`src/rtl/dp_microseq_if.sv`:
```
// Host-side micro-op push channel for dp_microseq.
interface dp_microseq_if;
  logic        UOP_VALID;
  logic        UOP_READY;
  logic [15:0] UOP_CW;
  logic [2:0]  UOP_COND;
  logic [15:0] UOP_DATA;

  modport master (
    output UOP_VALID,
    output UOP_CW,
    output UOP_COND,
    output UOP_DATA,
    input  UOP_READY
  );

  modport slave (
    input  UOP_VALID,
    input  UOP_CW,
    input  UOP_COND,
    input  UOP_DATA,
    output UOP_READY
  );
endinterface

```
`src/rtl/dp_microseq.sv`:
```
// Control-word sequencer for the 16-bit register-file datapath.
// A host pushes {cond, control word, data} micro-ops into a FIFO; one op is
// issued per clock with its condition evaluated against the datapath flags.
// Optional single-step mode: define DP_MICROSEQ_STEP_EN to add the STEP input.
module dp_microseq #(
  parameter int unsigned DEPTH    = 4,
  parameter logic [15:0] NOP_WORD = 16'h0000
) (
  input  logic        CLK,
  input  logic        RESET,
  dp_microseq_if.slave uop,
  input  logic        RESUME,
`ifdef DP_MICROSEQ_STEP_EN
  input  logic        STEP,
`endif
  input  logic        V,
  input  logic        C,
  input  logic        N,
  input  logic        Z,
  output logic [15:0] CTRWRD,
  output logic [15:0] Din,
  output logic [15:0] Cin,
  output logic [3:0]  FLAGS,
  output logic        HALTED,
  output logic [15:0] ISSUE_CNT
);

  localparam int unsigned AW      = $clog2(DEPTH);
  localparam logic [AW-1:0] PtrOne = AW'(1);
  localparam logic [AW:0]   CntOne = (AW+1)'(1);
  localparam logic [AW:0]   CntFull = (AW+1)'(DEPTH);

  typedef enum logic [1:0] {StIdle, StIssue, StHalt} state_e;

  // FIFO storage: {cond[2:0], cw[15:0], data[15:0]}
  logic [34:0]   mem_q [DEPTH];
  logic [AW-1:0] wptr_q, wptr_d;
  logic [AW-1:0] rptr_q, rptr_d;
  logic [AW:0]   fcnt_q, fcnt_d;
  logic          full, empty, push, pop;

  logic [2:0]  head_cond;
  logic [15:0] head_cw;
  logic [15:0] head_data;

  state_e state_q, state_d;

  logic [15:0] ctrwrd_q, ctrwrd_d;
  logic [15:0] din_q, din_d;
  logic [3:0]  flags_q, flags_d;
  logic        halted_q, halted_d;
  logic [15:0] issue_q, issue_d;
  // Currently driven word is an executed (non-squashed) op.
  logic        exec_q, exec_d;

  logic [3:0]  eff_flags;
  logic        cond_true;
  logic        pop_halt;

  assign full  = (fcnt_q == CntFull);
  assign empty = (fcnt_q == '0);
  assign uop.UOP_READY = ~full;
  assign push  = uop.UOP_VALID & ~full;

  assign head_cond = mem_q[rptr_q][34:32];
  assign head_cw   = mem_q[rptr_q][31:16];
  assign head_data = mem_q[rptr_q][15:0];

`ifdef DP_MICROSEQ_STEP_EN
  assign pop       = (state_q == StIssue) & ~empty & STEP;
  assign eff_flags = flags_q;
`else
  assign pop       = (state_q == StIssue) & ~empty;
  // Forward live flags behind an executed op so dependent ops need no bubble.
  assign eff_flags = exec_q ? {V, C, N, Z} : flags_q;
`endif

  assign pop_halt = pop & (head_cond == 3'd7);

  // FIFO entry write; contents need no reset since pointers qualify them.
  always_ff @(posedge CLK) begin
    if (push) begin
      mem_q[wptr_q] <= {uop.UOP_COND, uop.UOP_CW, uop.UOP_DATA};
    end
  end

  // FIFO pointer and occupancy next-state.
  always_comb begin
    wptr_d = wptr_q;
    rptr_d = rptr_q;
    fcnt_d = fcnt_q;
    if (push) wptr_d = wptr_q + PtrOne;
    if (pop)  rptr_d = rptr_q + PtrOne;
    unique case ({push, pop})
      2'b10:   fcnt_d = fcnt_q + CntOne;
      2'b01:   fcnt_d = fcnt_q - CntOne;
      default: fcnt_d = fcnt_q;
    endcase
  end

  // FIFO pointer registers.
  always_ff @(posedge CLK or negedge RESET) begin
    if (!RESET) begin
      wptr_q <= '0;
      rptr_q <= '0;
      fcnt_q <= '0;
    end else begin
      wptr_q <= wptr_d;
      rptr_q <= rptr_d;
      fcnt_q <= fcnt_d;
    end
  end

  // Issue condition against the effective flags {V,C,N,Z}.
  always_comb begin
    cond_true = 1'b0;
    case (head_cond)
      3'd0:    cond_true = 1'b1;
      3'd1:    cond_true = eff_flags[0];
      3'd2:    cond_true = ~eff_flags[0];
      3'd3:    cond_true = eff_flags[1];
      3'd4:    cond_true = eff_flags[2];
      3'd5:    cond_true = eff_flags[3];
      default: cond_true = 1'b0;
    endcase
  end

  // FSM state register.
  always_ff @(posedge CLK or negedge RESET) begin
    if (!RESET) begin
      state_q <= StIdle;
    end else begin
      state_q <= state_d;
    end
  end

  // FSM next-state: ISSUE whenever ops remain after this edge, unless halted.
  always_comb begin
    state_d = state_q;
    unique case (state_q)
      StIdle, StIssue: begin
        if (pop_halt) begin
          state_d = StHalt;
        end else begin
          state_d = (fcnt_d != '0) ? StIssue : StIdle;
        end
      end
      StHalt: begin
        if (RESUME) state_d = (fcnt_d != '0) ? StIssue : StIdle;
      end
      default: state_d = StIdle;
    endcase
  end

  // FSM outputs: next control word, data, flags and executed-op count.
  always_comb begin
    ctrwrd_d = NOP_WORD;
    din_d    = din_q;
    exec_d   = 1'b0;
    if (pop && !pop_halt) begin
      din_d    = head_data;
      exec_d   = cond_true;
      // Squashed ops still reach the datapath but with RW cleared.
      ctrwrd_d = cond_true ? head_cw : {head_cw[15:1], 1'b0};
    end
    flags_d  = exec_q ? {V, C, N, Z} : flags_q;
    issue_d  = exec_q ? issue_q + 16'd1 : issue_q;
    halted_d = (state_d == StHalt);
  end

  // Registered datapath-facing outputs.
  always_ff @(posedge CLK or negedge RESET) begin
    if (!RESET) begin
      ctrwrd_q <= NOP_WORD;
      din_q    <= '0;
      flags_q  <= '0;
      halted_q <= 1'b0;
      issue_q  <= '0;
      exec_q   <= 1'b0;
    end else begin
      ctrwrd_q <= ctrwrd_d;
      din_q    <= din_d;
      flags_q  <= flags_d;
      halted_q <= halted_d;
      issue_q  <= issue_d;
      exec_q   <= exec_d;
    end
  end

  assign CTRWRD    = ctrwrd_q;
  assign Din       = din_q;
  assign Cin       = din_q;
  assign FLAGS     = flags_q;
  assign HALTED    = halted_q;
  assign ISSUE_CNT = issue_q;

endmodule

```
`src/flat_wrapper.sv`:
```
// flat-port wrapper written by rule: the top's interface ports become plain ports
module dp_microseq_flat 
#(
  parameter int unsigned DEPTH    = 4,
  parameter logic [15:0] NOP_WORD = 16'h0000
)
  (CLK, RESET, RESUME, V, C, N, Z, CTRWRD, Din, Cin, FLAGS, HALTED, ISSUE_CNT, uop_UOP_VALID, uop_UOP_CW, uop_UOP_COND, uop_UOP_DATA, uop_UOP_READY);
  dp_microseq_if uop_i ();
  input  logic CLK;
  input  logic RESET;
  input  logic RESUME;
  input  logic V;
  input  logic C;
  input  logic N;
  input  logic Z;
  output logic [15:0] CTRWRD;
  output logic [15:0] Din;
  output logic [15:0] Cin;
  output logic [3:0] FLAGS;
  output logic HALTED;
  output logic [15:0] ISSUE_CNT;
  input wire logic [$bits(uop_i.UOP_VALID)-1:0] uop_UOP_VALID;
  input wire logic [$bits(uop_i.UOP_CW)-1:0] uop_UOP_CW;
  input wire logic [$bits(uop_i.UOP_COND)-1:0] uop_UOP_COND;
  input wire logic [$bits(uop_i.UOP_DATA)-1:0] uop_UOP_DATA;
  output wire logic [$bits(uop_i.UOP_READY)-1:0] uop_UOP_READY;
  assign uop_i.UOP_VALID = uop_UOP_VALID;
  assign uop_i.UOP_CW = uop_UOP_CW;
  assign uop_i.UOP_COND = uop_UOP_COND;
  assign uop_i.UOP_DATA = uop_UOP_DATA;
  assign uop_UOP_READY = uop_i.UOP_READY;
  dp_microseq #(.DEPTH(DEPTH), .NOP_WORD(NOP_WORD)) u_core (.CLK(CLK), .RESET(RESET), .uop(uop_i), .RESUME(RESUME), .V(V), .C(C), .N(N), .Z(Z), .CTRWRD(CTRWRD), .Din(Din), .Cin(Cin), .FLAGS(FLAGS), .HALTED(HALTED), .ISSUE_CNT(ISSUE_CNT));
endmodule
```
`config.mk`:
```
export PLATFORM = sky130hd
export DESIGN_NAME = dp_microseq_flat
export DESIGN_NICKNAME = d
export VERILOG_FILES = /design/src/rtl/dp_microseq_if.sv /design/src/rtl/dp_microseq.sv /design/src/flat_wrapper.sv
export SDC_FILE = /design/constraint.sdc
export NUM_CORES = 1
export LEC_CHECK = 0
export CELL_PAD_IN_SITES_DETAIL_PLACEMENT = 1
export CELL_PAD_IN_SITES_GLOBAL_PLACEMENT = 2
export CORE_MARGIN = 2
export CORE_UTILIZATION = 44
export DETAILED_ROUTE_END_ITERATION = 16
export GPL_TIMING_DRIVEN = 1
export PLACE_DENSITY = 0.81
export SYNTH_ARGS = -nofsm -noshare
export SYNTH_HDL_FRONTEND = slang
export SYNTH_SLANG_ARGS = --single-unit
```
`constraint.sdc`:
```
create_clock -name CLK -period 5.3 [get_ports CLK]
set_input_delay 0.53 -clock CLK [delete_from_list [all_inputs] [get_ports CLK]]
set_output_delay 0.53 -clock CLK [all_outputs]
set_load 0.005 [all_outputs]
```
==> results of run 1 <==
## metrics by stage
stage	total power, mW	util, %	instance area (um^2)	setup slack, ps
floorplan	3.536	-	7828	3010
global placement	4.165	52.14	9050	2648
detailed placement	4.247	52.14	9050	2470
CTS	5.684	55.93	9708	2479
global route	5.887	55.93	9708	2295
finish	5.594	55.93	9708	2481
## kinds of logic after synthesis
group,Yosys count
DFF,203
AOI/OAI and AO/OA,9
muxes,60
buffers and inverters,42
adders and majority gates,7
xor gates and xnor gates,21
and+or+nand+nor,56
## metal layers
| metal | GRT usage (%) | vias up | part of all wire [%] |
|---|---|---|---|
| met5 | 0 | - | 0 |
| met4 | 5.212 | 0 | 2.4 |
| met3 | 2.465 | 26 | 4.0 |
| met2 | 29.71 | 100 | 51 |
| met1 | 23.04 | 2041 | 43 |
| li1 | - | 1743 | - |
## registers in the layout, summed over array words and instances (netlist names)
register / count
u_core.FLAGS: 4
u_core.rptr_q: 2
u_core.ISSUE_CNT: 16
u_core.HALTED: 1
u_core.CTRWRD: 16
u_core.exec_q: 1
u_core.wptr_q: 2
u_core.Cin: 16
u_core.state_q: 2
u_core.fcnt_q: 3
u_core.mem_q: 140
## area by class of cell
class	instances	area, um^2	share of cell area (%)
sequential	203	5783	59.57
multi-input combinational	153	1810	18.65
inverter	13	48.80	0.5026
clock inverter	11	103.9	1.070
tap	225	281.5	2.900
timing repair buffer	113	1126	11.60
clock buffer	26	554.3	5.710
## worst paths after layout
| kind | start | cells after the start | end |
|---|---|---|---|
| setup reg to reg | u_core.fcnt_q[0] | 8 | u_core.state_q[0] |
| max in group asynchronous | RESET | 1 | u_core.rptr_q[0] |
| setup / recovery | u_core.fcnt_q[0] | 8 | u_core.state_q[0] |
| hold reg to reg | u_core.ISSUE_CNT[15] | 1 | u_core.ISSUE_CNT[15] |
| min in group CLK | u_core.ISSUE_CNT[15] | 1 | u_core.ISSUE_CNT[15] |
| hold / removal | RESET | 1 | u_core.Cin[10] |
## where the power goes
| group | leakage [nW] | switching (mW) | internal [mW] |
|---|---|---|---|
| clock | 0.325 | 0.579 | 0.838 |
| combinational | 1.19 | 0.729 | 1.03 |
| sequential | 2.07 | 0.280 | 2.14 |
## worst max-delay path: cells and delay by family, from the launching register on
kind	cells	cell delay, ps
simple gates	1	90
flops	1	410
compound gates	2	760
fa+ha+maj	2	760
buf+inv	2	510
mux	1	180
## cell usage in the layout, fill, tap and decap left out, types with 2 or more instances in the layout
master | netlist | routed
xor2_1 | 8 | 8
mux2_4 | 10 | 10
clkbuf_16 | 0 | 21
mux4_2 | 30 | 30
clkdlybuf4s50_1 | 0 | 111
edfxtp_1 | 140 | 140
inv_1 | 13 | 13
clkinv_2 | 0 | 4
dfrtp_2 | 0 | 2
o21ai_0 | 2 | 2
nand2_1 | 5 | 5
mux2i_1 | 3 | 3
and3_2 | 0 | 4
nand3_1 | 6 | 6
clkinv_1 | 0 | 4
nor2_1 | 9 | 9
nand4_1 | 5 | 5
and3_1 | 19 | 15
dfrtp_1 | 63 | 61
clkbuf_1 | 6 | 4
a21boi_0 | 2 | 2
mux4_1 | 5 | 5
ha_1 | 6 | 6
buf_4 | 17 | 2
xnor2_1 | 13 | 13
and4_1 | 3 | 3
mux2_2 | 12 | 12
bufinv_16 | 0 | 2
==> flow_summary_export.csv, run 1 <==
group,metric,value,unit
grt,antenna_found_initial,1,
job,drv_cap,0,
sta,clock.fmax,354.8,MHz
die,initial_core_util,45.10,%
clock_network,numCtsBuffers,21,
logic_synthesis,synthSimpleGateAreaFrac,4.300,%
clock_network,clkLatencyLatePin,490,ps
placement,place.gp.congestion,0.7782,
sta,hold_slack,153.3,ps
logic_synthesis,synth_edf_count,140,
outcome,status,"complete, no violations",
logic_synthesis,seq_area_frac_synth,73.85,%
logic_synthesis,synth-main-ff-cell,"edfxtp_1",
grt,grt_pass1_wl,24270,um
logic_synthesis,synth_compound_area_share,0.8632,%
finish,drive_gt1_share,17.53,%
sta,min_period,2819,ps
clock_network,clock_sinks,203,
setup_path,cpMaxStageDelayCell,"o311ai_1",
logic_synthesis,ys_seq_elements,203,
sta,hold_violations,0,
placement,detailed_place_hpwl,9358,um
grt,overflow,0,
setup_path,crit_path_frequent_cell,"inv_1",
die,die_w,137.4,um
logic_synthesis,syn-num-nets,448,
finish,n_antenna_cell,0,
logic_synthesis,syn_avg_cell_area,19.67,um^2
logic_synthesis,yosys-top-cells-area,"edfxtp_1, dfrtp_1, mux4_2, mux2_4, mux2_2",
die,dieArea,18870,um^2
grt,grt_util_all_layers,17.30,%
placement,io_buffers,112,
detailed_routing,drc,0,
logic_synthesis,yosysUniqueCellTypes,38,
sta,final_min_period_over_clock_period,53.18,%
grt,grt_pass1_vias,4257,
setup_path,cpPeakStageDelay,460,ps
clock_network,cts_buffer_depth,3,
grt,grt_max_degree,64,
logic_synthesis,synth_most_common_cell,"edfxtp_1",
detailed_routing,viasPerCell,5.255,
setup_path,r2r_slack,2480,ps
sta,clock_skew,9.619,ps
clock_network,clockRootBuffer,"clkbuf_16",
logic_synthesis,syn_inst,398,
logic_synthesis,synth_xor_xnor_area_share,2.350,%
setup_path,cp-start-kind,"flop",
setup_path,cp_cell_sequence,"o311ai_1 > inv_1 > ha_1 > inv_1 > fa_1 > mux2i_1 > nor2_1 > a221oi_1",
clock_network,cts_tree,"done",
clock_network,clkTransAtPathRegs,60,ps
logic_synthesis,ys_warn_count,0,
placement,dpl.cell_count,707,
finish,area_growth,24.02,%
power_and_ir_drop,ir_drop,280.6,uV
finish,final_nets,555,
detailed_routing,wl_per_cell,20.89,um
detailed_routing,routed_wl,15540,um
logic_synthesis,async_flop_share,31.03,%
setup_path,critPathMaxFanout,20,
sta,slew_headroom,32.73,%
finish,fill_cells,1556,
setup_path,cp.required,5680,ps
detailed_routing,antenna_left,0,
detailed_routing,route.vias.total,3910,
sta,drv_slew,0,
clock_network,cts_setup_buffers,0,
logic_synthesis,synth_top_area_cell,"edfxtp_1",
logic_synthesis,synth_area,7828,um^2
die,core,17360,um^2
power_and_ir_drop,pwr_density_cell,576.2,nW/um^2
logic_synthesis,netlist_top_cells_count,"edfxtp_1, dfrtp_1, mux4_2, and3_1, buf_4",
logic_synthesis,synth_top_family_by_area,"multiplexers",
min_path,min_path_type,"input port to async pin",
clock_network,htree_levels,1,
clock_network,ctsHoldBuffers,0,
sta,tns,0,ps
setup_path,worst-setup-path-type,"flop to flop",
logic_synthesis,netlist.area_leader.share,53.71,%
die,ios,113,
detailed_routing,drt_pass1_iterations,4,
logic_synthesis,synth_adder_area_share,1.215,%
finish,fin_cells,744,
die,die_h,137.4,um
sta,worstMarginPinSlew,1009,ps
sta,rsz0062_at_grt,"false",
setup_path,critical_path_arrival,3200,ps
setup_path,crit_path_end_kind,"flop",
sta,finalSetupViolCount,0,
logic_synthesis,synth_mux_area_share,14.34,%
clock_network,cts_resized,0,
die,num_rows,48,
power_and_ir_drop,power_leakage,3.580,nW
detailed_routing,drt_iter0_drc,191,
Note: power is estimated with default switching activity, not from simulation.
==> run 2, diff against run 1 <==
CORE_UTILIZATION = 37   (was 44)
PLACE_DENSITY = 0.72   (was 0.81)
clock period = 2.5 ns   (was 5.3 ns; I/O delays follow)
==> flow_summary_export.csv, run 2 (same netlist as run 1, synthesis figures left out) <==
group,metric,value,unit
sta,worst_slack,209.1,ps
job,drv_cap,0,
die,core,20890,um^2
power_and_ir_drop,netSwitchingFraction,28.20,%
setup_path,worst-setup-path-type,"flop to flop",
finish,final_common_cell,"edfxtp_1",
clock_network,clockRootBuffer,"clkbuf_16",
die,die_w,149.5,um
placement,io_buffers,112,
sta,min_period,2291,ps
die,ios,113,
min_path,min_path_type,"input port to async pin",
sta,rsz0062_at_grt,"false",
setup_path,cp-start-kind,"flop",
sta,finalSetupViolCount,0,
finish,fill_cells,1977,
finish,final_nets,567,
setup_path,cpMaxStageDelayCell,"dfrtp_1",
setup_path,crit_path_frequent_cell,"inv_1",
die,dieArea,22340,um^2
setup_path,cp_cell_sequence,"inv_1 > nand3_2 > and2_1 > inv_1 > ha_1 > inv_1 > fa_1 > xor2_1 > nor2_1 > xnor2_1 > a221oi_1",
grt,antenna_found_initial,0,
detailed_routing,antenna_left,0,
placement,place_ws,148.5,ps
placement,detailed_place_hpwl,9918,um
clock_network,cts_setup_buffers,0,
grt,overflow,0,
finish,fin_cells,808,
grt,use_met3,2.622,%
grt,grt_util_all_layers,14.66,%
finish,drive_gt1_share,18.76,%
die,die_h,149.5,um
detailed_routing,viasPerCell,4.894,
grt,grt.busiest_layer,"met2",
power_and_ir_drop,power.clock.fraction,24.7,%
setup_path,critical_path_arrival,2680,ps
clock_network,cts_tree,"done",
clock_network,clock_sinks,203,
placement,dpl.cell_count,767,
sta,tns,0,ps
clock_network,clkLatencyLatePin,490,ps
power_and_ir_drop,p_int,8.568,mW
sta,slew_headroom,62.85,%
power_and_ir_drop,pwr_density_cell,1204,nW/um^2
clock_network,htree_levels,1,
sta,drv_slew,0,
finish,largest_reg_flops,140,
grt,grt_pass1_vias,4356,
sta,worstMarginPinSlew,557.2,ps
outcome,status,"complete, no violations",
setup_path,r2r_slack,210,ps
detailed_routing,routed_wl,15850,um
power_and_ir_drop,power_leakage,3.645,nW
setup_path,critPathMaxFanout,6,
setup_path,crit_path_end_kind,"flop",
die,num_rows,53,
sta,clock.fmax,436.5,MHz
setup_path,cpPeakStageDelay,400,ps
finish,top_register,"u_core.mem_q",
grt,grt_pass1_wl,24780,um
finish,mostFrequentLayoutCells,"edfxtp_1, clkdlybuf4s50_1, dfrtp_1",
power_and_ir_drop,ir_drop,707.9,uV
sta,final_min_period_over_clock_period,91.64,%
grt,use_met2,26.44,%
clock_network,numCtsBuffers,22,
power_and_ir_drop,p_comb_share,33.8,%
setup_path,cp.required,2890,ps
detailed_routing,drt_pass1_iterations,4,
detailed_routing,wl_per_cell,19.61,um
sta,clock_skew,8.398,ps
finish,n_antenna_cell,0,
sta,hold_violations,0,
placement,place.gp.congestion,0.7340,
detailed_routing,route.vias.total,3954,
detailed_routing,drt_iter0_drc,157,
clock_network,clkTransAtPathRegs,60,ps
clock_network,cts_buffer_depth,3,
grt,grt_util_met1,18.15,%
finish,area_growth,26.66,%
power_and_ir_drop,p_switching,3.365,mW
power_and_ir_drop,p_seq_share,41.5,%
die,initial_core_util,37.47,%
detailed_routing,drc,0,
grt,grt_max_degree,39,
## run 2: changes by cell type in the layout (fill, tap and decap cells not counted), sizes merged
| cell | before | now |
|---|---|---|
| bufinv | 2 | 0 |
| buf | 2 | 12 |
| dlygate4sd3 | 0 | 1 |
| clkinv | 9 | 7 |
| clkbuf | 26 | 33 |
## run 2: cell type report
type | count | area [um^2] | area share [%]
Timing Repair Buffer | 124 | 1261 | 12.72
Tap cell | 275 | 344.1 | 3.470
Sequential cell | 203 | 5783 | 58.33
Clock buffer | 33 | 633.1 | 6.386
Multi-Input combinational cell | 153 | 1815 | 18.31
Inverter | 13 | 48.80 | 0.4922
Clock inverter | 7 | 28.78 | 0.2903
## run 2: through the flow
step,hold slack (ps),cell area (um^2),power (mW),util (%)
after global routing,336.0,9915,12.61,47.46
after floorplan,-45.59,7828,7.497,-
after global placement,283.3,9238,9.005,44.22
after detailed placement,281.6,9238,9.160,44.22
final,306.1,9915,11.93,47.46
after CTS,310.6,9910,12.16,47.44
## run 2: worst paths after layout
path	start	to	cells after the start
worst max-delay path	u_core.fcnt_q[0]	u_core.state_q[0]	11
worst min-delay path	RESET	u_core.Cin[10]	2
worst max register to register	u_core.fcnt_q[0]	u_core.state_q[0]	11
worst min register to register	u_core.ISSUE_CNT[15]	u_core.ISSUE_CNT[15]	1
max in group asynchronous	RESET	u_core.ISSUE_CNT[11]	3
min in group CLK	uop_UOP_DATA[2]	u_core.mem_q[3][2]	1
## run 2: critical path: cells and delay by family (launching register included)
family	cells	cell delay, ps
xor+xnor	2	260
flops	1	400
simple gates	3	470
buf+inv	3	260
fa+ha+maj	2	550
compound gates	1	250
## run 2: power groups by stage
stage | logic, mW | clock network, mW | registers, mW
detailed placement | 4.13 | 0 | 5.03
global route | 4.39 | 3.17 | 5.05
CTS | 4.14 | 3.04 | 4.97
finish | 4.03 | 2.95 | 4.95
floorplan | 2.58 | 0 | 4.92
global placement | 4.03 | 0 | 4.97
## run 2: layer usage
metal,wire [um],vias to the layer above
li1,-,1769
met1,6530,2076
met2,8346,89
met3,691,20
met4,277,0
met5,0,-
## run 2: what timing repair did
| item | CTS | global route |
|---|---|---|
| hold buffers | 1 | 0 |
| gates resized for setup | 0 | 1 |
| hold endpoints to repair | 36 | 0 |
| endpoints found under the setup margin | 0 | 1 |
==> run 3, diff against run 2 <==
CORE_ASPECT_RATIO = 1.4   (was not set)
==> flow_summary_export.csv, run 3 (same netlist as run 1, synthesis figures left out) <==
group,metric,value,unit
clock_network,clkLatencyLatePin,480,ps
sta,hold_slack,404.4,ps
die,die_w,126.9,um
die,ios,113,
grt,grt_pass1_wl,25230,um
die,dieArea,22350,um^2
clock_network,htree_levels,1,
setup_path,reg2reg_to,"u_core.state_q[0]",
clock_network,cts_setup_buffers,0,
power_and_ir_drop,power_leakage,3.639,nW
sta,hold_violations,0,
placement,detailed_place_hpwl,10180,um
finish,n_antenna_cell,0,
min_path,min_path_type,"input port to flop",
finish,multi_input_area,1819,um^2
power_and_ir_drop,ir_drop,577.8,uV
setup_path,crit_path_start,"u_core.fcnt_q[0]",
clock_network,clock_sinks,203,
sta,slew_headroom,39.51,%
finish,top_register,"u_core.mem_q",
die,core,20970,um^2
die,initial_core_util,37.33,%
grt,antenna_found_initial,0,
setup_path,cp-start-kind,"flop",
setup_path,worstReg2RegStart,"u_core.fcnt_q[0]",
die,die_h,176.1,um
detailed_routing,wl_per_cell,20.19,um
grt,grt_util_all_layers,14.64,%
sta,final_min_period_over_clock_period,94.25,%
finish,drive_gt1_share,19.81,%
detailed_routing,routed_wl,15950,um
sta,worst_slack,143.7,ps
clock_network,clockRootBuffer,"clkbuf_16",
power_and_ir_drop,pwr_density_cell,1212,nW/um^2
setup_path,r2r_slack,140,ps
placement,io_buffers,112,
setup_path,worst-setup-path-type,"flop to flop",
detailed_routing,route.vias.total,3954,
placement,place.gp.congestion,0.6810,
setup_path,crit_path_end_kind,"flop",
setup_path,cp.required,2870,ps
setup_path,critical_path_arrival,2730,ps
setup_path,critPathMaxFanout,3,
outcome,status,"complete, no violations",
grt,grt_max_degree,64,
grt,overflow,0,
sta,clock_skew,10.16,ps
detailed_routing,drc,0,
finish,largest_reg_flops,140,
clock_network,numCtsBuffers,21,
placement,place_ws,29.88,ps
setup_path,reg2regPathDepth,8,
finish,area_growth,26.04,%
sta,min_period,2356,ps
sta,tns,0,ps
detailed_routing,antenna_left,0,
finish,final_nets,567,
finish,mostFrequentLayoutCells,"edfxtp_1, clkdlybuf4s50_1, dfrtp_1",
job,drv_cap,0,
sta,worstMarginPinSlew,907.3,ps
sta,drv_slew,0,
detailed_routing,drt_pass1_iterations,4,
die,num_rows,63,
grt,grt_pass1_vias,4438,
sta,finalSetupViolCount,0,
detailed_routing,drt_iter0_drc,221,
finish,seqCellArea,5783,um^2
detailed_routing,viasPerCell,5.005,
finish,fill_cells,1979,
setup_path,endpoint,"u_core.state_q[0]",
clock_network,cts_tree,"done",
sta,rsz0062_at_grt,"false",
finish,final_common_cell,"edfxtp_1",
clock_network,clkTransAtPathRegs,60,ps
sta,clock.fmax,424.4,MHz
clock_network,cts_buffer_depth,3,
[run 3: per-layer routing]
| layer | share of wire, % | vias up | track usage, % |
|---|---|---|---|
| li1 | - | 1759 | - |
| met1 | 40 | 2088 | 17.90 |
| met2 | 55 | 91 | 27.11 |
| met3 | 3.6 | 16 | 2.121 |
| met4 | 1.5 | 0 | 3.800 |
| met5 | 0 | - | 0 |
[run 3: worst max-delay path: stages, from the launching register on]
cell and delay, ps:
dfrtp_1 400, o311ai_1 370, inv_1 120, ha_1 240
inv_1 90, fa_1 440, mux2i_2 220, nor2_1 80
a221oi_1 300
[run 3: final cells by class]
cell class	count	share of cell area, %
Timing Repair Buffer	125	12.61
Tap cell	260	3.297
Clock buffer	27	5.758
Inverter	13	0.4946
Multi-Input combinational cell	153	18.44
Clock inverter	9	0.7863
Sequential cell	203	58.62
[run 3: stage by stage]
stage / cell area (um^2) / util, % / instances / total power [mW]
3_3_place_gp: 9201 / 43.88 / 753 / 9.001
5_1_grt: 9866 / 47.05 / 790 / 12.63
6_report: 9866 / 47.05 / 790 / 11.96
3_5_place_dp: 9201 / 43.88 / 753 / 9.176
2_1_floorplan: 7828 / - / 398 / 7.497
4_1_cts: 9857 / 47.01 / 790 / 12.15
[run 3: worst min path at each step]
stage | from | endpoint | slack, ps | cells past startpoint
global placement | RESET | u_core.HALTED | 430 | 1
detailed placement | RESET | u_core.HALTED | 450 | 1
finish | uop_UOP_CW[9] | u_core.mem_q[3][25] | 400 | 1
floorplan | RESET | u_core.CTRWRD[0] | -50 | 0
global route | uop_UOP_CW[9] | u_core.mem_q[2][25] | 400 | 1
CTS | uop_UOP_CW[9] | u_core.mem_q[2][25] | 390 | 1
[run 3: timing repair]
action                                  in CTS  in global routing
endpoints found under the setup margin       0                  1
hold buffers                                 1                  0
resized for setup                            0                  3
endpoints found under the hold margin       63                  0
[run 3: power breakdown]
group | internal [mW] | switching (mW)
Clock | 1.71 | 1.21
Combinational | 2.31 | 1.74
Sequential | 4.53 | 0.465
